File: src/rtl/ca_prng_multi.sv
// Multi-channel elementary cellular-automaton PRNG. NUM_CH grids step in lockstep and each feeds an N-bit
// word builder; finished words leave on a valid/ready port, either XOR-combined or one channel at a time.
module ca_prng_multi #(
  parameter int ARRAY_WIDTH = 51,
  parameter int NUM_CH = 3,
  parameter int N = 10,
  parameter int LOCATION = ARRAY_WIDTH / 2,
  parameter logic [ARRAY_WIDTH-1:0] SEED_INIT = {25'd0, 1'b1, 25'd0},
  parameter logic [NUM_CH*8-1:0] RULES_INIT = {8'd150, 8'd60, 8'd30},
  localparam int CH_W = (NUM_CH > 1) ? $clog2(NUM_CH) : 1
) (
  input  logic                   i_clk,
  input  logic                   i_rst,
  input  logic                   i_en,
  input  logic                   i_mode,
  input  logic                   i_cfg_valid,
  output logic                   o_cfg_ready,
  input  logic [CH_W-1:0]        i_cfg_ch,
  input  logic [7:0]             i_cfg_rule,
  input  logic [ARRAY_WIDTH-1:0] i_cfg_seed,
  output logic                   o_rn_valid,
  input  logic                   i_rn_ready,
  output logic [N-1:0]           o_rn,
  output logic [CH_W-1:0]        o_rn_ch
);

  localparam int CNT_W = $clog2(N + 1);

  typedef enum logic [1:0] {S_IDLE, S_FILL, S_OUT} state_t;
  state_t state, state_nx;

  logic [ARRAY_WIDTH-1:0] grid     [NUM_CH];
  logic [7:0]             rule     [NUM_CH];
  logic [N-1:0]           word     [NUM_CH];
  logic [N-1:0]           word_nx  [NUM_CH];
  logic [N-1:0]           word_lat [NUM_CH];
  logic [N-1:0]           word_xor;
  logic [CNT_W-1:0]       bit_cnt;
  logic                   mode;
  logic [CH_W-1:0]        ch, ch_inc;
  logic                   cfg_fire, rn_fire, step, last_step, last_ch;

  // Left neighbour is the next-higher cell, right is the next-lower, both wrapping around the ring.
  function automatic logic [ARRAY_WIDTH-1:0] ca_step(input logic [ARRAY_WIDTH-1:0] g,
                                                      input logic [7:0] r);
    logic [ARRAY_WIDTH-1:0] nxt;
    nxt = '0;
    for (int i = 0; i < ARRAY_WIDTH; i++) begin
      nxt[i] = r[{g[(i + 1) % ARRAY_WIDTH], g[i], g[(i + ARRAY_WIDTH - 1) % ARRAY_WIDTH]}];
    end
    return nxt;
  endfunction

  always_comb begin
    cfg_fire  = i_cfg_valid && o_cfg_ready;
    rn_fire   = o_rn_valid && i_rn_ready;
    step      = (state == S_FILL) && i_en && !cfg_fire;
    last_step = step && (bit_cnt == CNT_W'(N - 1));
    last_ch   = !mode || (ch == CH_W'(NUM_CH - 1));
    ch_inc    = ch + CH_W'(1);
  end

  always_comb begin
    word_xor = '0;
    for (int k = 0; k < NUM_CH; k++) begin
      word_nx[k] = {word[k][N-2:0], grid[k][LOCATION]};
      word_xor   = word_xor ^ word_nx[k];
    end
  end

  always_comb begin
    state_nx = state;
    unique case (state)
      S_IDLE:  if (i_en) state_nx = S_FILL;
      S_FILL:  if (last_step) state_nx = S_OUT;
      S_OUT:   if (rn_fire && last_ch) state_nx = i_en ? S_FILL : S_IDLE;
      default: state_nx = S_IDLE;
    endcase
  end

  // Config takes priority over stepping, so a request landing on the last step discards that word.
  always_ff @(posedge i_clk or negedge i_rst) begin
    if (!i_rst) begin
      state       <= S_IDLE;
      mode        <= 1'b0;
      ch          <= '0;
      bit_cnt     <= '0;
      o_rn        <= '0;
      o_rn_ch     <= '0;
      o_rn_valid  <= 1'b0;
      o_cfg_ready <= 1'b0;
      for (int k = 0; k < NUM_CH; k++) begin
        grid[k]     <= SEED_INIT;
        rule[k]     <= RULES_INIT[8*k +: 8];
        word[k]     <= '0;
        word_lat[k] <= '0;
      end
    end else begin
      state       <= state_nx;
      o_rn_valid  <= (state_nx == S_OUT);
      o_cfg_ready <= (state_nx != S_OUT);
      if (state == S_IDLE && i_en) mode <= i_mode;

      if (cfg_fire) begin
        bit_cnt <= '0;
        for (int k = 0; k < NUM_CH; k++) begin
          word[k] <= '0;
          if (i_cfg_ch == CH_W'(k)) begin
            grid[k] <= i_cfg_seed;
            rule[k] <= i_cfg_rule;
          end
        end
      end else if (step) begin
        bit_cnt <= last_step ? '0 : bit_cnt + 1'b1;
        for (int k = 0; k < NUM_CH; k++) begin
          grid[k] <= ca_step(grid[k], rule[k]);
          word[k] <= word_nx[k];
        end
        if (last_step) begin
          for (int k = 0; k < NUM_CH; k++) word_lat[k] <= word_nx[k];
          o_rn    <= mode ? word_nx[0] : word_xor;
          o_rn_ch <= '0;
          ch      <= '0;
        end
      end

      // Round-robin: each handshake except the last presents the next channel's latched word.
      if (state == S_OUT && rn_fire && !last_ch) begin
        ch      <= ch_inc;
        o_rn    <= word_lat[ch_inc];
        o_rn_ch <= ch_inc;
      end
    end
  end

endmodule

File: config.mk
export PLATFORM = sky130hd
export DESIGN_NAME = ca_prng_multi
export DESIGN_NICKNAME = d
export VERILOG_FILES = /design/src/rtl/ca_prng_multi.sv
export SDC_FILE = /design/constraint.sdc
export NUM_CORES = 1
export LEC_CHECK = 0
export ABC_CLOCK_PERIOD_IN_PS = 2000
export CAP_MARGIN = 5
export CORE_MARGIN = 3
export CORE_UTILIZATION = 40
export CTS_CLUSTER_SIZE = 8
export DETAILED_ROUTE_END_ITERATION = 16
export SETUP_SLACK_MARGIN = 0.02
export SLEW_MARGIN = 20
export SYNTH_ARGS = -nofsm -noshare
export SYNTH_HDL_FRONTEND = slang
export SYNTH_SLANG_ARGS = --single-unit
File: constraint.sdc
create_clock -name i_clk -period 2 [get_ports i_clk]
set_clock_uncertainty 0.15 [all_clocks]
set_input_delay 0.5 -clock i_clk [delete_from_list [all_inputs] [get_ports i_clk]]
set_output_delay 0.5 -clock i_clk [all_outputs]
set_load 0.05 [all_outputs]
* Word-level counts from Yosys, hierarchy flattened
Cells that the tools add are included.
Operators by class: add/sub/neg operators 2, $mul 0, div/mod/pow operators 0, $lt $le $gt $ge 154, eq/ne operators 12, shift operators 0, multiplexer cells 333, bitwise logic cells 4, reductions and logical operators 26
Operators by type and width (number):
- 3-bit by 4-bit < comparator with 1-bit output (second input constant) | 153
- 1-bit binary-select mux with 3-bit select | 153
- 153-bit 2-to-1 mux | 2
- 1-bit 2-to-1 mux | 154
- 51-bit 2-to-1 mux | 3
- 10-bit 2-to-1 mux | 7
- 29-bit 2-to-1 mux | 2
- 10-bit binary-select mux with 2-bit select | 1
- 10-bit XOR | 2
- 2-bit 2-to-1 mux | 7
- 4-bit 2-to-1 mux | 3
- 2-bit AND reduction | 6
- 1-bit logical AND | 9
- 2-bit == test (second input constant) | 4
- 2-bit by 1-bit != test with 1-bit output (second input constant) | 4
- 2-bit one-hot mux with 3 select lines | 1
- 3-bit AND reduction | 2
- 2-bit nonzero test | 3
- 4-bit by 1-bit adder with 4-bit output (second input constant) | 1
- 2-bit by 1-bit == test with 1-bit output (second input constant) | 2
- 4-bit == test (second input constant) | 1
- 2-bit zero test | 2
- 3-bit greater-or-equal comparator (second input constant) | 1
- 1-bit zero test | 3
- 5 further kinds | 5
Storage, ports and cells: register bits after elaboration 255, bits in latches 0, bits in writable memories 0, memory bits (read-only) 0, bits of input ports 67, memories 0

* Logic depth before layout (Yosys ltp)
Gate-level depths: netlist of run 1.
depth after elaboration 8, mapped depth 8

* Worst setup path before layout of run 1
Ideal clock, no wire load.
kind register -> register, start point reg ch[0], end point reg o_rn[3], setup time 0.135 ns, data arrival time 2.038 ns, setup slack -0.323 ns, stages on the path, launching flop included 7, path buffers 1, cells stage by stage dfrtp_1 -> inv_1 -> ha_1 -> buf_2 -> mux2_2 -> a221oi_1 -> a211oi_2
Between the ends: longest elaborated chain between the ends 6, elaborated cells between the ends (all ways) 14
Ends and longest elaborated chain:
- start, declared | RTL line 40 | logic [CH_W-1:0] ch, ch_inc;
- start signal, assigned | RTL line 129 | ch <= ch_inc;
- 2-bit by 1-bit adder with 2-bit output / 2-bit == test (equally long branches) | RTL line 60, 59
- 2-bit NOT with 3-bit output (implied by the code) / 1-bit logical OR (equally long branches) | RTL line 130, 59
- 10-bit binary-select mux with 2-bit select / 1-bit zero test (equally long branches) | RTL line 130, 128
- 10-bit 2-to-1 mux (implied by the code) / 1-bit logical AND (equally long branches) | RTL line 130, 128
- 10-bit 2-to-1 mux (implied by the code), or another cell as far along | RTL line 130 | o_rn <= word_lat[ch_inc];
- 10-bit 2-to-1 mux / 3-bit AND reduction (equally long branches)
- end signal, assigned | RTL line 121 | o_rn <= mode ? word_nx[0] : word_xor;
- end signal, assigned | RTL line 130
- end, declared | RTL line 23 | output logic [N-1:0] o_rn,
Several ways; a longest one is shown, not always the timed one. The select of a mux whose other input is x is not followed. A chain may end at the register's enable or synchronous reset.

* Worst setup path in the final report of run 1
start point reg o_cfg_ready, end point reg state[0]
Between the ends: longest elaborated chain between the ends 6
Ends and longest elaborated chain:
- start, declared | RTL line 17 | output logic o_cfg_ready,
- start signal, assigned | RTL line 101 | o_cfg_ready <= (state_nx != S_OUT);
- 1-bit logical AND | RTL line 55 | cfg_fire = i_cfg_valid && o_cfg_ready;
- 1-bit zero test | RTL line 57 | step = (state == S_FILL) && i_en && !cfg_fire;
- 1-bit logical AND | RTL line 57
- 1-bit logical AND | RTL line 58 | last_step = step && (bit_cnt == CNT_W'(N - 1));
- 2-bit 2-to-1 mux | RTL line 75 | S_FILL: if (last_step) state_nx = S_OUT;
- 2-bit one-hot mux with 3 select lines | RTL line 73 | unique case (state)
- net state_nx[0] | RTL line 30 | state_t state, state_nx;
- end signal, assigned | RTL line 99 | state <= state_nx;
- end, declared | RTL line 30
The timed path passes the listed nets, and every way through them passes these cells.

==> run metrics, run 1 <==
Pleak roughly 10 nW; first-pass GRT wire length 122 mm; Async SR Flop Fraction 1.00; crit path time final roughly 1900 ps; CP max FO 18; crit start category register; CTS root buf clkbuf_16; Final GP Congestion ~0.86; antenna violations before repair 0; area of the multi-input gates between 15,000 and 20,000 um2; Layout Cells excl Fill 3,570; DP Wirelength 50.2 mm; Crit. Startpoint o_cfg_ready; Max Fclk roughly 0.51 GHz; PortBufs 80; row count 87; Crit. End Element register; DRT Pass-1 Iters 6; Nets 2,853; Reg area 6410 um2; Routed Antenna Nets 0; PnR Total Power 28.8 mW; Top Ports ~80; Rel. slew slack 0.550; Sequential Power Share 0.363; detail-routed net length per standard cell 21.6 um; syn_area_per_cell 8.11 um2; Die Width 246 um; Worst R2R Start o_cfg_ready; routed via count approximately 23,000; WL met2 34.7 mm; post-synth top area share 0.260; reg2reg setup slack 50 ps; reg-to-reg critical path endpoint state[0]; Filler cells about 5,500; pwr/cell area 1090 nW/um2; Sw Ratio 0.436; core area 56,800 um2; dominant synthesized flop cell dfrtp_1; Post-Route Utilization 0.466; Die Ht 246 um; Starting Density 0.407; pre-CTS WS -481 ps; number of global-route vias before repair 22,301; Overflow after GRT 0; H-tree Lvls 2; CTS Buf Count 38; crit path DAT 2230 ps; Mapped Cells 2,850; Req. time, crit path between 2000 and 2500 ps; Post-synth EDFFs 0; # clock sinks 255; Max-cap violations 0; unrepaired setup endpoints after global routing true; Logic pwr share 0.417; design area 26,500 um2; Worst Reg-to-Reg Cells 7; max layer used met4; total wire length 77.0 mm; Internal 16.3 mW; Worst Hold Class in2async; maximum root-to-sink buffer count 3; endpoints failing setup 0; CP Class reg2reg; status completed; worst setup margin 52.6 ps; die area 60,700 um2; clock-pin slew on the worst setup and hold paths 60 ps; met3 WL post-DR 5.32 mm; sequential fraction of the synthesis area 0.277; clock network power share 0.220; leading area contributor after synthesis dfrtp_1; fin crit share 0.974; Synth Register Bits 255; DR vias/cell 6.33; DRC viols 0; Total GRT Usage 0.246; Max Slew Vio Count 0; layout cells sized above 1 0.109; M1 WL 33.5 mm; Max VDD drop 0.610 mV; CP endpoint state[0]; Cells after DPL 3,491; clock latency on the worst-skew pair 550 ps; largest net degree at the start of global routing 56; Ys Warns 0; DR iter-0 viols 1,943; Area contributors post-synth dfrtp_1 26%, nand4b_1 11%, nand2b_1 10%; CTS tree done; sw power between 10 and 15 mW; area grow syn2layout 14.5%; area post-placement between 20,000 and 30,000 um2; Netlist Area Pre-Place between 20,000 and 25,000 um2; Distinct cells, synth 49; Final Hold Viols 0; measured slew at the worst slew-check pin ~670 ps; Synthesized Nets 2,920
[layer usage]
| metal | global-route usage | up-vias |
|---|---|---|
| li1 | - | 10419 |
| met1 | 0.325 | 11171 |
| met2 | 0.389 | 820 |
| met3 | 0.0440 | 189 |
| met4 | 0.118 | 0 |
| met5 | 0 | - |
[registers in the layout, summed over array words and instances (netlist names)]
register / count
grid: 153
word_lat: 30
word: 27
rule: 24
o_rn: 10
bit_cnt: 4
ch: 2
state: 2
mode: 1
o_cfg_ready: 1
o_rn_valid: 1
[kinds of logic (layout without fill, tap and decap cells)]
logic type | after synthesis | after routing | share of synthesized area
AOI/OAI and AO/OA | 442 | 442 | 0.139
xor gates and xnor gates | 21 | 21 | 0.00795
adders and majority gates | 3 | 3 | 0.00162
buffers and inverters | 329 | 292 | 0.0647
DFF | 255 | 255 | 0.277
muxes | 203 | 203 | 0.0936
other | 0 | 1 | 0
and+or+nand+nor | 1597 | 1597 | 0.416
[stage by stage]
stage | TNS (ps) | hold WS (ps)
after floorplan | 0 | 54.4
after global placement | -74370 | 298
after detailed placement | -80680 | 299
after CTS | 0 | 306
after global routing | 0 | 347
final | 0 | 316
[layout make-up]
cell class,instances,share of cell area
clock buffers,68,0.0417
flip-flops and latches,255,0.242
repair buffers,219,0.0988
diodes,1,0.0000945
clock inverters,2,0.00109
well taps,756,0.0357
inverters,3,0.000425
multi-input cells,2266,0.580
[cell usage after synthesis, drive strengths merged (2+ instances only)]
master,number
buf,69
nand4b,302
nor2b,78
and3,50
mux2,46
nand3,305
dfstp,15
mux2i,151
nor3,11
mux4,6
and3b,2
nand2b,376
inv,3
a211oi,10
nand2,299
nor2,17
xnor2,20
nand3b,2
a22o,27
or3,150
clkbuf,257
a221oi,9
ha,3
o21ai,161
a21boi,77
a31oi,3
a2111oi,150
dfrtp,240
[how the worst min path moves through the flow]
stage           from          to
2_1_floorplan  i_rst  bit_cnt[0]
3_3_place_gp   i_rst    grid[18]
3_5_place_dp   i_rst    grid[18]
4_1_cts        i_rst    grid[13]
5_1_grt        i_rst    grid[18]
6_report       i_rst    grid[18]
[placed cells by master (no fill, tap or decap), drive strengths merged, types with 6 or more instances in the layout]
master / Yosys / routed
a2111oi: 150 / 150
a211oi: 10 / 10
a21boi: 77 / 77
a221oi: 9 / 9
a22o: 27 / 27
and3: 50 / 50
buf: 69 / 150
clkbuf: 257 / 72
clkdlybuf4s50: 0 / 64
dfrtp: 240 / 240
dfstp: 15 / 15
mux2: 46 / 46
mux2i: 151 / 151
mux4: 6 / 6
nand2: 299 / 299
nand2b: 376 / 376
nand3: 305 / 305
nand4b: 302 / 302
nor2: 17 / 17
nor2b: 78 / 78
nor3: 11 / 11
o21ai: 161 / 161
or3: 150 / 150
xnor2: 20 / 20
[critical path, cell delays in order (launching register included)]
cell	delay, ps
dfrtp_2	410
buf_4	200
and2_4	200
buf_4	150
nor3_4	240
buf_4	180
clkbuf_16	190
o22ai_1	100
[repair_timing]
action / CTS / global route
pin swaps: 1 / 1
setup endpoints to repair: 11 / 114
setup buffers: 1 / 2
hold buffers: 1 / 0
cloned: 0 / 4
hold endpoints to repair: 31 / 0
gates resized for setup: 4 / 13
[power groups by stage]
stage	Clock, mW	Sequential (mW)	Combinational [mW]
finish	6.33	10.5	12.0
global route	6.67	10.9	13.4
CTS	6.46	10.3	11.9
detailed placement	0	10.4	11.9
global placement	0	10.0	11.3
floorplan	0	7.54	11.3
Note: power is estimated with default switching activity, not from simulation.
==> inputs of run 2 (changes only) <==
--- a/config.mk
+++ b/config.mk
@@ -11,6 +11,7 @@
 export CORE_UTILIZATION = 40
 export CTS_CLUSTER_SIZE = 8
 export DETAILED_ROUTE_END_ITERATION = 16
+export HOLD_SLACK_MARGIN = 0.05
 export SETUP_SLACK_MARGIN = 0.02
 export SLEW_MARGIN = 20
 export SYNTH_ARGS = -nofsm -noshare
==> results of run 2 <==
No change in the layout: final DEF, timing and power equal those of run 1.
==> inputs of run 3 (changes only) <==
--- a/config.mk
+++ b/config.mk
@@ -6,12 +6,13 @@
 export NUM_CORES = 1
 export LEC_CHECK = 0
 export ABC_CLOCK_PERIOD_IN_PS = 2000
-export CAP_MARGIN = 5
+export CAP_MARGIN = 30
 export CORE_MARGIN = 3
 export CORE_UTILIZATION = 40
 export CTS_CLUSTER_SIZE = 8
 export DETAILED_ROUTE_END_ITERATION = 16
 export HOLD_SLACK_MARGIN = 0.05
+export PLACE_DENSITY = 0.65
 export SETUP_SLACK_MARGIN = 0.02
 export SLEW_MARGIN = 20
 export SYNTH_ARGS = -nofsm -noshare
==> run metrics, run 3 (synthesis results as in run 1) <==
Crit. End Element register (unchanged); Final Hold Viols 0 (unchanged); antenna violations before repair 0 (unchanged); crit path cell chain buf_6 -> and2_4 -> buf_12 -> nor3_4 -> buf_6 -> buf_6 -> clkbuf_16 -> a211oi_2 (was buf_4 -> and2_4 -> buf_4 -> nor3_4 -> buf_4 -> clkbuf_16 -> o22ai_1); pre-CTS WS -664 ps (was -481 ps); Max Slew Vio Count 0 (unchanged); crit path time final 2010 ps (was 1950 ps); most frequent cells in the layout 376 x nand2b_1, 303 x nand3_1, 300 x nand4b_1 (unchanged); detail-routed net length per standard cell 21.1 um (was 21.6 um); Routed Antenna Nets 0 (unchanged); Top Ports 81 (unchanged); Worst Hold Class in2async (unchanged); Crit path largest cell delay 490 ps (was 410 ps); core area 56,800 um2 (unchanged); clock-pin slew on the worst setup and hold paths 50 ps (was 60 ps); Worst R2R Start o_cfg_ready (unchanged); Logic pwr share 0.417 (about the same); worst hold slack 216 ps (was 316 ps); Die Width 246 um (unchanged); PortBufs 80 (unchanged); endpoints failing setup 2 (was 0); Worst Reg-to-Reg Cells 8 (was 7); DR iter-0 viols 2,177 (was 1,943); top flop regs grid: 153 flops, word_lat: 30 flops, word: 27 flops (unchanged); clock latency on the worst-skew pair 560 ps (was 550 ps); Starting Density 0.407 (unchanged); Total GRT Usage 0.239 (was 0.246); Nets 2,875 (was 2,853); status finished, violations left (was completed); Filler cells 5,384 (was 5,457); routed via count 22,831 (was 22,599); crit start category register (unchanged); CTS root buf clkbuf_16 (unchanged); CP Class reg2reg (unchanged); die area 60,700 um2 (unchanged); reg2reg setup slack -10 ps (was 50 ps); sw power 12.5 mW (was 12.6 mW); pwr/cell area 1080 nW/um2 (was 1090 nW/um2); Top cell by count, worst path buf_6 (was buf_4); CTS tree done (unchanged); worst setup margin -10.2 ps (was 52.6 ps); Max VDD drop 0.621 mV (was 0.610 mV); maximum root-to-sink buffer count 3 (unchanged); Pleak 10.3 nW (was 10.2 nW); Max-cap violations 0 (unchanged); measured slew at the worst slew-check pin 647 ps (was 675 ps); layout cells sized above 1 0.119 (was 0.109); clock network power share 0.220 (about the same); Die Ht 246 um (unchanged); crit path DAT 2280 ps (was 2230 ps); Req. time, crit path 2270 ps (was 2280 ps); PnR Total Power 28.8 mW (about the same); Fin Setup TNS -11.6 ps (was 0 ps); reg-to-reg critical path endpoint o_rn[0] (was state[0]); number of diodes 0 (was 1); DRC viols 0 (unchanged); area grow syn2layout 15.2% (was 14.5%); fin crit share 1.01 (was 0.974); Sw Ratio 0.433 (was 0.436); Overflow after GRT 0 (unchanged); H-tree Lvls 2 (unchanged); DP Wirelength 49.3 mm (was 50.2 mm); Top reg by flops grid (unchanged); row count 87 (unchanged); area post-placement 25,000 um2 (was 25,100 um2); design area 26,600 um2 (was 26,500 um2); most common cell after layout, fill and taps aside nand2b_1 (unchanged); CTS Buf Count 38 (unchanged); DR vias/cell 6.36 (was 6.33); Sequential Power Share 0.363 (about the same); Max Fclk 0.497 GHz (was 0.513 GHz); Internal 16.3 mW (about the same); largest net degree at the start of global routing 82 (was 56); DRT Pass-1 Iters 6 (unchanged); number of global-route vias before repair 22,178 (was 22,301); Slowest-stage cell, CP dfrtp_2 (unchanged); CP max FO 11 (was 18); total wire length 75.8 mm (was 77.0 mm); # clock sinks 255 (unchanged); Rel. slew slack 0.569 (was 0.550); Final GP Congestion 0.868 (was 0.859); unrepaired setup endpoints after global routing true (unchanged); first-pass GRT wire length 119 mm (was 122 mm); max reg flops 153 (unchanged); failing checks negative setup slack
## run 3: changes by cell type in the layout (fill, tap and decap cells not counted), moves of 2 or more
| cell | delta |
|---|---|
| dfrtp_1 | -2 |
| buf_12 | -14 |
| clkdlybuf4s50_1 | -2 |
| clkinv_8 | +2 |
| clkbuf_16 | +3 |
| dfrtp_2 | +2 |
| buf_6 | +12 |
| buf_4 | +19 |
| clkbuf_1 | -5 |
## run 3: metrics by stage
step                instances   util
floorplan                2850      -
global placement         3496  0.439
detailed placement       3498  0.440
CTS                      3570  0.462
global route             3587  0.469
finish                   3587  0.469
## run 3: worst max-delay path, delay by kind of cell (launching register included)
family                 cells  cell delay, ps
buffers and inverters      5             710
AND/OR/NAND/NOR            2             450
AO/OA/AOI/OAI              1              60
flip-flops                 1             490
## run 3: timing repair
action                                 4_1_cts  5_1_grt
hold buffers                                 1        0
endpoints found under the hold margin      240        0
setup endpoints to repair                  150      164
cloned                                       0        8
pin swaps                                    3        8
resized for setup                           16       24
setup buffers                                5       10
## run 3: worst max path at each step
stage | slack, ps | startpoint | endpoint
final | -10 | o_cfg_ready | o_rn[0]
after global routing | -70 | o_cfg_ready | o_rn[9]
after CTS | -30 | ch[0] | o_rn_ch[0]
after detailed placement | -660 | i_en | grid[115]
after global placement | -730 | i_cfg_ch[0] | grid[37]
after floorplan | 20 | ch[0] | o_rn[3]
## run 3: layer usage
| layer | wire length, um | vias up | global-route usage |
|---|---|---|---|
| met5 | 0 | - | 0 |
| met4 | 4460 | 0 | 0.141 |
| met3 | 4850 | 235 | 0.0291 |
| met2 | 34500 | 931 | 0.386 |
| met1 | 32000 | 11215 | 0.308 |
| li1 | - | 10450 | - |
## run 3: final cells by class
class / count / area (um2) / share of cell area
clock buffers: 63 / 1090 / 0.0408
clock inverters: 3 / 62.6 / 0.00235
inverters: 3 / 11.3 / 0.000423
multi-input cells: 2267 / 15400 / 0.578
flip-flops and latches: 255 / 6410 / 0.241
well taps: 756 / 946 / 0.0355
repair buffers: 240 / 2720 / 0.102
## run 3: power by group through the flow
| stage | logic [mW] | clock network (mW) | registers, mW |
|---|---|---|---|
| after floorplan | 11.3 | 0 | 7.54 |
| after global placement | 11.2 | 0 | 10.1 |
| after detailed placement | 11.8 | 0 | 10.4 |
| after CTS | 11.8 | 6.46 | 10.3 |
| after global routing | 13.3 | 6.67 | 10.9 |
| final | 12.0 | 6.35 | 10.5 |
